[src/rtl/piso_shift_register.sv]
// ---------------------------------------------------------------------------
// piso_shift_register : parallel-in serial-out transmitter with valid/ready
// load, stall, and per-word done pulse.   Rev 1.0
// ---------------------------------------------------------------------------
`default_nettype none

module piso_shift_register #(
  parameter int   WIDTH      = 4,
  parameter logic IDLE_LEVEL = 1'b0
) (
  input  logic             clk,
  input  logic             reset,
  input  logic [WIDTH-1:0] parallel_in,
  input  logic             load_valid,
  output logic             load_ready,
  input  logic             shift_dir,
  input  logic             stall,
  output logic             serial_out,
  output logic             bit_valid,
  output logic             bit_last,
  output logic             busy,
  output logic             done
);

  localparam int             CW       = $clog2(WIDTH);
  localparam logic [CW-1:0]  LAST_IDX = CW'(WIDTH - 1);

  typedef enum logic [0:0] {
    IDLE  = 1'b0,
    SHIFT = 1'b1
  } state_t;

  state_t           state_q;
  logic [WIDTH-1:0] shreg_q;
  logic             dir_q;
  logic [CW-1:0]    cnt_q;
  logic             serial_q;
  logic             done_q;

  logic             accept;
  logic             first_bit;
  logic             next_bit;
  logic [WIDTH-1:0] shreg_d;

  assign busy       = (state_q == SHIFT);
  assign bit_last   = busy && (cnt_q == LAST_IDX);
  assign bit_valid  = busy && !stall;
  assign load_ready = (state_q == IDLE) || (bit_last && !stall);
  assign accept     = load_valid && load_ready;
  assign serial_out = serial_q;
  assign done       = done_q;

  // The output end is bit 0 for right shifts and bit WIDTH-1 for left shifts.
  assign first_bit = shift_dir ? parallel_in[WIDTH-1] : parallel_in[0];
  assign next_bit  = dir_q ? shreg_q[WIDTH-2] : shreg_q[1];
  assign shreg_d   = dir_q ? {shreg_q[WIDTH-2:0], 1'b0} : {1'b0, shreg_q[WIDTH-1:1]};

  always_ff @(posedge clk or negedge reset) begin
    if (!reset) begin
      state_q  <= IDLE;
      shreg_q  <= '0;
      dir_q    <= 1'b0;
      cnt_q    <= '0;
      serial_q <= IDLE_LEVEL;
      done_q   <= 1'b0;
    end else begin
      done_q <= 1'b0;
      if (accept) begin
        // An accept while in SHIFT can only happen on an unstalled last bit.
        done_q   <= busy;
        state_q  <= SHIFT;
        shreg_q  <= parallel_in;
        dir_q    <= shift_dir;
        cnt_q    <= '0;
        serial_q <= first_bit;
      end else if (busy && !stall) begin
        if (bit_last) begin
          done_q   <= 1'b1;
          state_q  <= IDLE;
          serial_q <= IDLE_LEVEL;
        end else begin
          shreg_q  <= shreg_d;
          cnt_q    <= cnt_q + CW'(1);
          serial_q <= next_bit;
        end
      end
    end
  end

endmodule

`default_nettype wire

[config.mk]
export PLATFORM = sky130hd
export DESIGN_NAME = piso_shift_register
export DESIGN_NICKNAME = d
export VERILOG_FILES = /design/src/rtl/piso_shift_register.sv
export SDC_FILE = /design/constraint.sdc
export NUM_CORES = 1
export LEC_CHECK = 0
export CORE_MARGIN = 1
export CORE_UTILIZATION = 40
export DETAILED_ROUTE_END_ITERATION = 8
export PLACE_DENSITY = 0.71
export SYNTH_ARGS = -nofsm -noshare
export SYNTH_HDL_FRONTEND = slang
export SYNTH_SLANG_ARGS = --single-unit
[constraint.sdc]
create_clock -name clk -period 1.85 [get_ports clk]
set_input_delay 0.37 -clock clk [delete_from_list [all_inputs] [get_ports clk]]
set_output_delay 0.37 -clock clk [all_outputs]
set_load 0.02 [all_outputs]
==> results_dict.tcl <==
set metrics [dict create \
    critPathCaptureType "primary output" \
    yosys.area_share.simple 0.1562 \
    coreArea_um2 1171 \
    firstDrtPassIters 4 \
    use_met2 0.2792 \
    drtIter0Drc 4 \
    path_clk_slew_ns 0.06 \
    clock_skew_ns 0.003463 \
    status "finished clean" \
    synth_mux_area_frac 0.1865 \
    overflow 0 \
    syn_area_um2 536.8 \
    cts.sinks 10 \
    path_cells "clkdlybuf4s50_1 > nor2_1 > dlygate4sd2_1" \
    synth-compound-area-share 0.1212 \
    ys_types 20 \
    max_freq_ghz 0.5745 \
    min_path_type "in2async" \
    critPathMaxStageDelay_ns 0.50 \
    grt_pass1_vias 411 \
    area_growth_pct 41.26 \
    use_met3 0.1040 \
    ir_worst_vdd_mv 0.7204 \
    yosysWarnings 0 \
    grt_max_degree 11 \
    vias 413 \
    synth_top_family_by_area "multiplexers" \
    syn_nets 57 \
    synthAdderAreaFrac 0.02331 \
    diodes 0 \
    power_density_nw_per_um2 1372 \
    clk_latency_ns 0.26 \
    cp_max_fo 4 \
    vias_per_cell 4.976 \
    root_buffer "clkbuf_4" \
    port_buffers 14 \
    synth.avg_cell_area_um2 11.42 \
    clockBufferDepth 2 \
    nets 80 \
    h-tree-depth 1 \
    gp_congestion 0.7110 \
    p_switching_uw 343.5 \
    power.share.sequential 0.347 \
    drive_gt1_frac 0.2609 \
    io_pins 15 \
    drcViolationCount 0 \
    busiest_layer "met2" \
    p_comb_frac 0.470 \
    critPathSlowestCell "clkdlybuf4s50_1" \
    fin_crit_sh 0.9409 \
    dpl.hpwl_um 787.2 \
    num_rows 12 \
    initial_core_util 0.4583 \
    fin_setup_tns_ns 0 \
    synthCells 47 \
    p_clk_frac 0.184 \
    gr-usage-met1 0.2051 \
    switching_share 0.3301 \
    wl_per_cell_um 11.95 \
    rsz0062_at_grt "false" \
    p_int_uw 697.1 \
    die_w_um 38.63 \
    cts_buffers 3 \
    min_period_ns 1.741 \
    fp.dieH_um 38.63 \
    die_area_um2 1492 \
    antenna_found_initial 0 \
    drt_wl_total_um 992 \
    synthXorXnorAreaFrac 0.01632 \
    final_antenna_net_count 0 \
    setup_viol 0 \
    maxCapViolations 0 \
    synth-seq-cells 10 \
    slew_headroom 0.6942 \
    grt_usage 0.1788 \
    cts_tree "built" \
    final_hold_viol_count 0 \
    slew_violations 0 \
    ys_seq_area_frac 0.4662 \
    worstPathArrival_ns 1.37 \
    leakage_uw 0.0003402 \
    worst_slack_ns 0.1093 \
    worstSetupStartpointType "primary input" \
    timing.hold.ws_ns 0.4215 \
    fin_util 0.6474 \
    crit_type "in2out" \
    worst_pin_slew_ns 0.4573 \
    pre_cts_ws_ns -0.2923 \
    postCtsSetupBuffers 0 \
    grt_pass1_wl_um 1711 \
    cp_data_required_time_ns 1.48 \
]
-- critical path, delay by kind of cell --
kind,cells,cell delay (ns)
buf+inv,2,0.84
simple gates,1,0.15
-- state kept, by name (all words and copies together) (netlist names) --
register / count
shreg_q: 4
dir_q: 1
serial_out: 1
cnt_q: 2
busy: 1
done: 1
-- power by group through the flow --
| stage | Combinational [uW] | Sequential (uW) | Clock (uW) |
|---|---|---|---|
| floorplan | 302 | 376 | 0 |
| finish | 489 | 361 | 191 |
| detailed placement | 508 | 365 | 0 |
| CTS | 501 | 362 | 199 |
| global placement | 494 | 362 | 0 |
| global route | 541 | 371 | 216 |
-- cells in the mapped netlist --
| library cell | number | area (um^2) |
|---|---|---|
| mux2_1 | 3 | 33.78 |
| mux2_2 | 5 | 56.30 |
| nor2b_1 | 1 | 6.260 |
| buf_2 | 1 | 5.000 |
| ha_1 | 1 | 12.51 |
| o211ai_1 | 4 | 30.03 |
| o311ai_1 | 2 | 17.52 |
| dfrtp_1 | 10 | 250.2 |
| nor2b_2 | 1 | 8.760 |
| nand2b_1 | 2 | 12.51 |
| nor3b_4 | 1 | 18.77 |
| nor2_1 | 3 | 11.26 |
| xnor2_1 | 1 | 8.760 |
| o21a_1 | 1 | 7.510 |
| o21ai_1 | 1 | 5.000 |
| o21ai_0 | 1 | 5.000 |
| and2_1 | 3 | 18.77 |
| mux2i_1 | 1 | 10.01 |
| nand2_1 | 2 | 7.510 |
| inv_1 | 3 | 11.26 |
-- cells in the final DEF, fill, tap and decap left out, types with 2 or more instances in the layout --
cell / instances
clkdlybuf4s50_1: 11
dfrtp_1: 10
mux2_2: 5
buf_4: 5
o211ai_1: 4
and2_1: 3
inv_1: 3
nor2_1: 3
mux2_1: 3
clkbuf_4: 3
nand2b_1: 2
nand2_1: 2
o311ai_1: 2
dlygate4sd2_1: 2
-- per-layer routing --
metal / routed length [um] / part of all wire / vias to the layer above
met5: 0 / 0 / -
met4: 0 / 0 / 0
met3: 71 / 0.072 / 0
met2: 483 / 0.49 / 15
met1: 437 / 0.44 / 187
li1: - / - / 211
-- layout make-up --
class | instances | area, um^2
Inverter | 3 | 11.26
Tap cell | 14 | 17.52
Sequential cell | 10 | 250.2
Clock buffer | 4 | 36.28
Timing Repair Buffer | 19 | 170.2
Multi-Input combinational cell | 33 | 272.8
Fill cell | 108 | 412.9
-- path summary, 6_finish.rpt --
| check | startpoint | to | slack [ns] | depth (start not counted) |
|---|---|---|---|---|
| hold reg to reg | cnt_q[1] | cnt_q[1] | 0.55 | 2 |
| hold / removal | reset | serial_out | 0.42 | 1 |
| min in group clk | cnt_q[1] | cnt_q[1] | 0.55 | 2 |
| setup / recovery | stall | bit_valid | 0.11 | 3 |
| max in group asynchronous | reset | shreg_q[1] | 1.11 | 1 |
| setup reg to reg | cnt_q[1] | shreg_q[2] | 0.21 | 5 |
-- what timing repair did --
| item | CTS | global route |
|---|---|---|
| hold buffers | 0 | 0 |
| endpoints found under the setup margin | 3 | 1 |
| endpoints found under the hold margin | 0 | 0 |
| gates resized for setup | 5 | 1 |
-- kinds of logic after synthesis --
group                      after synthesis
AOI/OAI and AO/OA                        9
DFF                                     10
muxes                                    9
adders and majority gates                1
xor gates and xnor gates                 1
buffers and inverters                    4
and+or+nand+nor                         13
-- through the flow --
step	cell area [um^2]	total power [uW]	std cells
detailed placement	726.9	872.6	79
global route	758.2	1129	83
CTS	763.2	1061	83
global placement	726.9	856.4	79
finish	758.2	1041	83
floorplan	536.8	677.9	47
No activity file was read; power rests on OpenSTA's default activity.
